<file path="config.mk">
export PLATFORM = sky130hd
export DESIGN_NAME = leading_zero_normalizer
export DESIGN_NICKNAME = d
export VERILOG_FILES = /design/src/rtl/leading_zero_normalizer.sv
export SDC_FILE = /design/constraint.sdc
export NUM_CORES = 1
export LEC_CHECK = 0
export ABC_AREA = 1
export BUFFER_PORTS_ARGS = -buffer_cell sky130_fd_sc_hd__buf_2
export CORE_MARGIN = 1.5
export CORE_UTILIZATION = 30
export DETAILED_ROUTE_END_ITERATION = 16
export SLEW_MARGIN = 20
export SYNTH_ARGS = -nofsm -noshare
export SYNTH_HDL_FRONTEND = slang
export SYNTH_SLANG_ARGS = --single-unit
</file>
<file path="constraint.sdc">
create_clock -name i_CLK -period 1.85 [get_ports i_CLK]
set_input_delay 0.185 -clock i_CLK [delete_from_list [all_inputs] [get_ports i_CLK]]
set_output_delay 0.185 -clock i_CLK [all_outputs]
set_load 0.02 [all_outputs]
</file>
<file path="src/rtl/leading_zero_normalizer.sv">
// Leading-zero counter and normalizer: per-nibble counts in S1, then priority-encode and barrel shift in S2.
// Latency: a word captured into S1 at one edge reaches the registered outputs at the next edge.
// Backpressure: per-stage ready = !valid || downstream ready; a stalled stage holds its data.
// Build option: LZN_TRAILING_MODE_EN adds i_TRAILING for trailing-zero count and right shift.
module leading_zero_normalizer #(
    parameter  int DATA_WIDTH = 32,
    parameter  int TAG_WIDTH  = 4,
    localparam int CNT_WIDTH  = $clog2(DATA_WIDTH)
) (
    input  logic                  i_CLK,
    input  logic                  i_RST_N,
    input  logic                  i_VALID,
    output logic                  o_READY,
    input  logic [DATA_WIDTH-1:0] i_WORD,
    input  logic [TAG_WIDTH-1:0]  i_TAG,
`ifdef LZN_TRAILING_MODE_EN
    input  logic                  i_TRAILING,
`endif
    output logic                  o_VALID,
    input  logic                  i_READY,
    output logic [CNT_WIDTH-1:0]  o_ZERO_COUNT,
    output logic                  o_ALL_ZEROS,
    output logic [DATA_WIDTH-1:0] o_NORMALIZED,
    output logic [TAG_WIDTH-1:0]  o_TAG
);

    localparam int NIB = DATA_WIDTH / 4;

    logic                  s1_valid;
    logic [DATA_WIDTH-1:0] s1_word;
    logic [TAG_WIDTH-1:0]  s1_tag;
    logic [2*NIB-1:0]      s1_cnt;
    logic [NIB-1:0]        s1_zero;
`ifdef LZN_TRAILING_MODE_EN
    logic                  s1_trailing;
`endif

    logic                  ready_s2;
    logic [DATA_WIDTH-1:0] word_in;
    logic [3:0]            nib;
    logic [2*NIB-1:0]      nib_cnt_in;
    logic [NIB-1:0]        nib_zero_in;

    logic [CNT_WIDTH-1:0]  cnt;
    logic                  all_zeros;
    logic [DATA_WIDTH-1:0] shifted;
    logic [DATA_WIDTH-1:0] norm_next;

    assign ready_s2 = !o_VALID || i_READY;
    assign o_READY  = !s1_valid || ready_s2;

    // Trailing mode bit-reverses the word so both modes share one leading-zero datapath.
    always_comb begin
        word_in     = i_WORD;
        nib         = '0;
        nib_cnt_in  = '0;
        nib_zero_in = '0;
`ifdef LZN_TRAILING_MODE_EN
        if (i_TRAILING) begin
            for (int i = 0; i < DATA_WIDTH; i++) begin
                word_in[i] = i_WORD[DATA_WIDTH-1-i];
            end
        end
`endif
        for (int n = 0; n < NIB; n++) begin
            nib               = word_in[4*n +: 4];
            nib_zero_in[n]    = (nib == 4'd0);
            nib_cnt_in[2*n +: 2] = nib[3] ? 2'd0 :
                                   nib[2] ? 2'd1 :
                                   nib[1] ? 2'd2 : 2'd3;
        end
    end

    // Ascending scan: the most significant non-zero nibble is the last to write cnt.
    always_comb begin
        cnt       = '0;
        all_zeros = &s1_zero;
        for (int n = 0; n < NIB; n++) begin
            if (!s1_zero[n]) begin
                cnt = CNT_WIDTH'(4 * (NIB - 1 - n)) + CNT_WIDTH'(s1_cnt[2*n +: 2]);
            end
        end
        shifted   = s1_word << cnt;
        norm_next = shifted;
`ifdef LZN_TRAILING_MODE_EN
        if (s1_trailing) begin
            for (int i = 0; i < DATA_WIDTH; i++) begin
                norm_next[i] = shifted[DATA_WIDTH-1-i];
            end
        end
`endif
    end

    always_ff @(posedge i_CLK or negedge i_RST_N) begin
        if (!i_RST_N) begin
            s1_valid    <= 1'b0;
            s1_word     <= '0;
            s1_tag      <= '0;
            s1_cnt      <= '0;
            s1_zero     <= '0;
`ifdef LZN_TRAILING_MODE_EN
            s1_trailing <= 1'b0;
`endif
        end else if (o_READY) begin
            s1_valid <= i_VALID;
            if (i_VALID) begin
                s1_word     <= word_in;
                s1_tag      <= i_TAG;
                s1_cnt      <= nib_cnt_in;
                s1_zero     <= nib_zero_in;
`ifdef LZN_TRAILING_MODE_EN
                s1_trailing <= i_TRAILING;
`endif
            end
        end
    end

    always_ff @(posedge i_CLK or negedge i_RST_N) begin
        if (!i_RST_N) begin
            o_VALID      <= 1'b0;
            o_ZERO_COUNT <= '0;
            o_ALL_ZEROS  <= 1'b0;
            o_NORMALIZED <= '0;
            o_TAG        <= '0;
        end else if (ready_s2) begin
            o_VALID <= s1_valid;
            if (s1_valid) begin
                o_ZERO_COUNT <= cnt;
                o_ALL_ZEROS  <= all_zeros;
                o_NORMALIZED <= norm_next;
                o_TAG        <= s1_tag;
            end
        end
    end

endmodule

</file>
==> results of run 1 <==
## how the worst min path moves through the flow
stage               slack, ps  startpoint                           to  depth (start not counted)
detailed placement         40     i_RST_N  o_NORMALIZED[2]$_DFFE_PN0P_                          1
CTS                         2    i_TAG[0]        s1_tag[0]$_DFFE_PN0P_                          3
global placement           40     i_RST_N  o_NORMALIZED[1]$_DFFE_PN0P_                          1
global route               20    i_TAG[1]        s1_tag[1]$_DFFE_PN0P_                          3
finish                      9    i_TAG[0]        s1_tag[0]$_DFFE_PN0P_                          3
floorplan                -110     i_RST_N      o_ALL_ZEROS$_DFFE_PN0P_                          0
## Yosys cell counts, types with 2 or more instances
cell type,instances,area share
buf_4,6,0.0080
clkbuf_1,25,0.017
nand3_1,246,0.22
o32ai_1,8,0.012
o21ai_1,4,0.0036
a21oi_1,14,0.012
buf_1,4,0.0027
dfrtp_1,104,0.46
nand2_1,205,0.14
nor2_1,26,0.017
nand2_2,2,0.0022
inv_1,41,0.027
nand4_1,3,0.0033
buf_2,8,0.0071
buf_6,2,0.0040
nor3_2,2,0.0036
o21ai_0,43,0.038
nand2_4,2,0.0040
inv_2,4,0.0027
o41ai_1,2,0.0031
## area by class of cell
| cell class | count | area [sq um] | area share |
|---|---|---|---|
| sequential | 104 | 2600 | 0.334 |
| timing repair buffer | 148 | 1150 | 0.147 |
| clock buffer | 10 | 229 | 0.0294 |
| tap | 229 | 287 | 0.0368 |
| clock inverter | 5 | 40.0 | 0.00514 |
| multi-input combinational | 564 | 3310 | 0.425 |
| inverter | 46 | 176 | 0.0226 |
## cell families after synthesis
group	Yosys count
simple gates	488
flops	104
buf+inv	91
compound gates	76
## registers in the layout, indices dropped and copies added (netlist names)
name	count
s1_word	32
o_ALL_ZEROS	1
o_ZERO_COUNT	5
s1_valid	1
s1_cnt	16
o_NORMALIZED	32
s1_zero	8
o_TAG	4
o_VALID	1
s1_tag	4
## report_power, final
part,total (mW),switching (mW),internal (mW),leakage (nW)
clock network,1.84,0.927,0.917,0.122
logic,3.28,2.11,1.17,2.35
registers,3.07,0.314,2.76,1.30
## stage by stage
step,util,power (mW),std cells,setup WS (ps)
2_1_floorplan,-,4.79,759,96.8
3_3_place_gp,0.365,5.83,1080,-163
3_5_place_dp,0.365,5.86,1080,-181
4_1_cts,0.402,7.89,1103,-136
5_1_grt,0.429,8.68,1106,-358
6_report,0.429,8.20,1106,-181
## worst reg2reg max path, cell delays in order (launching register included)
cell and delay (ps):
dfrtp_1 420, nand3_1 110, nand3_2 60, nand2_1 60
nand2_1 60, nand2_1 80, nand2_2 80, a21oi_4 240
buf_12 200, nand3_1 170, nand3_2 140, nand3_1 90
nand3_1 140, nand3_1 80
## timing repair
action,CTS,global route
cloned,3,3
buffers inserted,4,0
hold buffers,1,0
endpoints found under the setup margin,32,32
hold endpoints to repair,73,0
resized for setup,60,89
pin swaps,4,9
## routing by layer
layer / vias to the layer above / GRT usage
li1: 2803 / -
met1: 2768 / 0.298
met2: 256 / 0.272
met3: 49 / 0.0299
met4: 0 / 0.0698
met5: - / 0
==> impl_metrics.json, run 1 <==
{
  "period_share": 1.10,
  "synthAdderAreaFrac": 0,
  "setup_ws_ps": -181,
  "highest-signal-layer": "met4",
  "drc": 6,
  "synth_compound_area_frac": 0.0784,
  "core_sq_mm": 0.0181,
  "wl_met1_microns": 9300,
  "rr_endpoint": "o_NORMALIZED[28]$_DFFE_PN0P_",
  "ir_drop_uv": 526,
  "final_cell_mix": "nand2_1 (192), nand3_1 (147), dfrtp_1 (104)",
  "synth_mux_area_frac": 0,
  "synth_nets": 799,
  "path_clk_slew_ps": 70,
  "grt_pass1_wl_microns": 29600,
  "die_h_microns": 140,
  "slowest_delay_ps": 420,
  "seq_area_frac_synth": 0.463,
  "area_growth_pct": 38.7,
  "setup-tns-final_ps": -3400,
  "synthFlopType": "dfrtp_1",
  "clock.fmax_mhz": 492,
  "async_flop_share": 1.00,
  "fin_skew_ps": 9.34,
  "hold_slack_ps": 8.99,
  "yosys_warnings": 0,
  "cts_sinks": 104,
  "cp.depth": 13,
  "synth_top_family_by_area": "simple AND/OR/NAND/NOR gates",
  "finalNetCount": 913,
  "layout_commonest_cell": "nand2_1",
  "avgSynthCellArea_sq_um": 7.40,
  "drive_above_1_share": 0.342,
  "crit_required_ps": 2100,
  "cts_root_buf": "clkbuf_16",
  "cp.arrival_ps": 2280,
  "die_x_microns": 140,
  "synth_xor_area_frac": 0,
  "grt_pass1_vias": 5366,
  "synth_seq_cells": 104,
  "path_cells": "nand3_1 > nand3_2 > nand2_1 > nand2_1 > nand2_1 > nand2_2 > a21oi_4 > buf_12 > nand3_1 > nand3_2 > nand3_1 > nand3_1 > nand3_1",
  "worstHoldPathType": "input port to flip-flop",
  "track_usage": 0.194,
  "rr_worst_depth": 13,
  "status": "finished, violations left",
  "antenna_cells": 0,
  "ant_nets": 0,
  "rr_startpoint": "s1_zero[1]$_DFFE_PN0P_",
  "placed_area_sq_mm": 0.00662,
  "stdcell_area_sq_mm": 0.00779,
  "wl_met2_microns": 8210,
  "wl_per_cell_microns": 17.5,
  "critPathKind": "flip-flop to flip-flop",
  "place.gp.congestion": 0.945,
  "htreeDepth": 3,
  "grt_start_max_net_pins": 65,
  "setup_viol": 31,
  "p_leak_nw": 3.77,
  "slew_violations": 0,
  "cp-startpoint": "s1_zero[1]$_DFFE_PN0P_",
  "hold_violations": 0,
  "max_slew_margin": 0.694,
  "critPathCaptureType": "flip-flop",
  "drt_iter0_markers": 620,
  "dr_total_vias": 5876,
  "tightest_slew_ps": 460,
  "vias_per_cell": 5.31,
  "num-fill-cells": 1854,
  "worstSkewPairLatency_ps": 370,
  "cp_slowest_cell": "dfrtp_1",
  "drt_wl_total_microns": 19300,
  "routed-wl-met3_microns": 1220,
  "worstPathMaxFanout": 14,
  "post-dp-hpwl_microns": 13200,
  "io-pin-count": 84,
  "timing.critical_path.mode_cell": "nand3_1",
  "ys_types": 28,
  "antenna_found_initial": 0,
  "die_area_sq_mm": 0.0195,
  "cp_num_buf_inv": 1,
  "crit_path_end": "o_NORMALIZED[28]$_DFFE_PN0P_",
  "grt_overflow_total": 0,
  "violations": "DRC, setup timing",
  "port_buffers": 83,
  "rows": 49,
  "tritoncts": "built",
  "start_util": 0.309,
  "critical_path.top_delay_family": "simple AND/OR/NAND/NOR gates",
  "max_cap_violations": 0,
  "cts-buffers-inserted": 9,
  "ff2ff_setup_slack_ps": -180,
  "synth_edf_count": 0,
  "syn_area_sq_mm": 0.00562,
  "clk_path_buf_depth": 2,
  "yosys.area_share.simple": 0.389,
  "power.density_mw_per_mm2": 1050,
  "layout_min_cycle_time_ps": 2030,
  "rsz0062_at_grt": "yes",
  "syn_inst": 759,
  "startpoint_type": "flip-flop",
  "first_pass_iters": 12
}
Note: power is estimated with default switching activity, not from simulation.
==> inputs of run 2 (changes only) <==
clock period = 1.78 ns   (was 1.85 ns; I/O delays follow)
==> impl_metrics.json, run 2 (synthesized netlist as in run 1, its figures left out) <==
{
  "clk_path_buf_depth": 2,
  "critPathKind": "flip-flop to flip-flop",
  "wl_per_cell_microns": 17.7,
  "num-fill-cells": 1758,
  "antenna_cells": 0,
  "finalNetCount": 924,
  "worstPathMaxFanout": 7,
  "final_cell_mix": "nand2_1 (191), nand3_1 (125), dfrtp_1 (103)",
  "tightest_slew_ps": 616,
  "antenna_found_initial": 0,
  "post-dp-hpwl_microns": 12800,
  "worstSkewPairLatency_ps": 370,
  "cts_sinks": 104,
  "setup_viol": 32,
  "dr_total_vias": 5999,
  "port_buffers": 83,
  "max_cap_violations": 0,
  "path_clk_slew_ps": 80,
  "setup_ws_ps": -342,
  "p_leak_nw": 3.89,
  "die_h_microns": 140,
  "grt_start_max_net_pins": 105,
  "drt_wl_total_microns": 19800,
  "ant_nets": 0,
  "drive_above_1_share": 0.373,
  "p_total_mw": 8.72,
  "place.gp.congestion": 0.934,
  "startpoint_type": "flip-flop",
  "worstHoldPathType": "input port to flip-flop",
  "postLayoutCoreUtil": 0.447,
  "grt_pass1_vias": 5267,
  "top_regs": "o_NORMALIZED: 32 flops, s1_word: 32 flops, s1_cnt: 16 flops",
  "cts_root_buf": "clkbuf_16",
  "max_slew_margin": 0.589,
  "start_util": 0.309,
  "die_area_sq_mm": 0.0195,
  "first_pass_iters": 11,
  "layout_commonest_cell": "nand2_1",
  "seqCellArea_sq_mm": 0.00260,
  "rows": 49,
  "slew_violations": 0,
  "cts-buffers-inserted": 9,
  "clock.fmax_mhz": 471,
  "cp.arrival_ps": 2370,
  "die_x_microns": 140,
  "htreeDepth": 3,
  "hold_violations": 0,
  "vias_per_cell": 5.37,
  "drc": 6,
  "rsz0062_at_grt": "yes",
  "crit_required_ps": 2020,
  "ir_drop_uv": 547,
  "layout_min_cycle_time_ps": 2120,
  "violations": "DRC, setup timing",
  "drt_iter0_markers": 569,
  "area_growth_pct": 44.4,
  "grt_pass1_wl_microns": 28600,
  "track_usage": 0.187,
  "status": "finished, violations left",
  "fin_skew_ps": 12.5,
  "tritoncts": "built",
  "core_sq_mm": 0.0181,
  "period_share": 1.19,
  "io-pin-count": 84,
  "critPathCaptureType": "flip-flop",
  "power.density_mw_per_mm2": 1080,
  "grt_overflow_total": 0,
  "multi_input_area_sq_mm": 0.00354
}
[run 2: cell types whose count changed in the layout (fill, tap and decap cells not counted), moves of 3 or more]
cell           previous run  this run
buf_16                    3         0
buf_4                    46        49
buf_6                     3         9
dlygate4sd3_1             1         4
nand2_4                   1         4
nand3_1                 147       125
nand3_2                  89        96
nand3_4                  10        25
o21ai_1                   3         8
o21ai_2                   3         0
[run 2: final cells by class]
| cell class | instances | share of cell area |
|---|---|---|
| multi-input combinational | 564 | 0.436 |
| clock inverter | 6 | 0.00540 |
| sequential | 104 | 0.321 |
| timing repair inverter | 3 | 0.00370 |
| timing repair buffer | 156 | 0.145 |
| inverter | 46 | 0.0250 |
| tap | 229 | 0.0353 |
| clock buffer | 10 | 0.0282 |
[run 2: final timing paths]
kind                                        start                      endpoint  slack (ps)  cells after the start
max                        s1_zero[1]$_DFFE_PN0P_  o_NORMALIZED[22]$_DFFE_PN0P_        -340                     15
min                                    i_WORD[13]        s1_zero[3]$_DFFE_PN0P_          10                      2
max reg2reg                s1_zero[1]$_DFFE_PN0P_  o_NORMALIZED[22]$_DFFE_PN0P_        -340                     15
min reg2reg                 s1_tag[0]$_DFFE_PN0P_          o_TAG[0]$_DFFE_PN0P_         470                      2
max in group asynchronous                 i_RST_N  o_NORMALIZED[17]$_DFFE_PN0P_         890                      3
min in group asynchronous                 i_RST_N   o_ZERO_COUNT[2]$_DFFE_PN0P_         390                      3
[run 2: routing by layer]
| metal | routed length, microns | GRT usage | up-vias |
|---|---|---|---|
| met5 | 0 | 0 | - |
| met4 | 613 | 0.0715 | 0 |
| met3 | 1370 | 0.0323 | 45 |
| met2 | 8510 | 0.256 | 291 |
| met1 | 9250 | 0.289 | 2833 |
| li1 | - | - | 2830 |
[run 2: timing repair]
item,4_1_cts,5_1_grt
setup buffers,2,7
pin swaps,0,29
hold buffers,4,0
gates resized for setup,34,164
setup endpoints to repair,33,38
gates cloned,0,7
hold endpoints to repair,107,0
[run 2: critical path: stages, from the launching register on]
cell and delay [ps]:
dfrtp_1 410, nand3_1 80, nand3_1 80, nand2_1 90, nand2_1 70, nand2_1 80
nand2_2 70, buf_6 120, a21oi_4 130, buf_12 140, clkbuf_16 170, nand3_2 110
nand3_1 120, nand3_1 130, nand3_1 110, nand3_1 70
[run 2: through the flow]
stage	setup TNS [ps]	worst slack (ps)	instances	cell area (sq um)	hold slack [ps]
after global placement	-6170	-318	1082	6610	298
after CTS	-5290	-237	1104	7080	3.35
after global routing	-11960	-446	1118	8110	8.39
after detailed placement	-7140	-361	1082	6610	309
after floorplan	0	26.8	759	5620	-118
final	-7650	-342	1118	8110	12.9
[run 2: report_power, final]
group / internal [mW] / switching (mW)
clock network: 0.955 / 0.952
logic: 1.31 / 2.31
registers: 2.87 / 0.324
total: 5.13 / 3.59
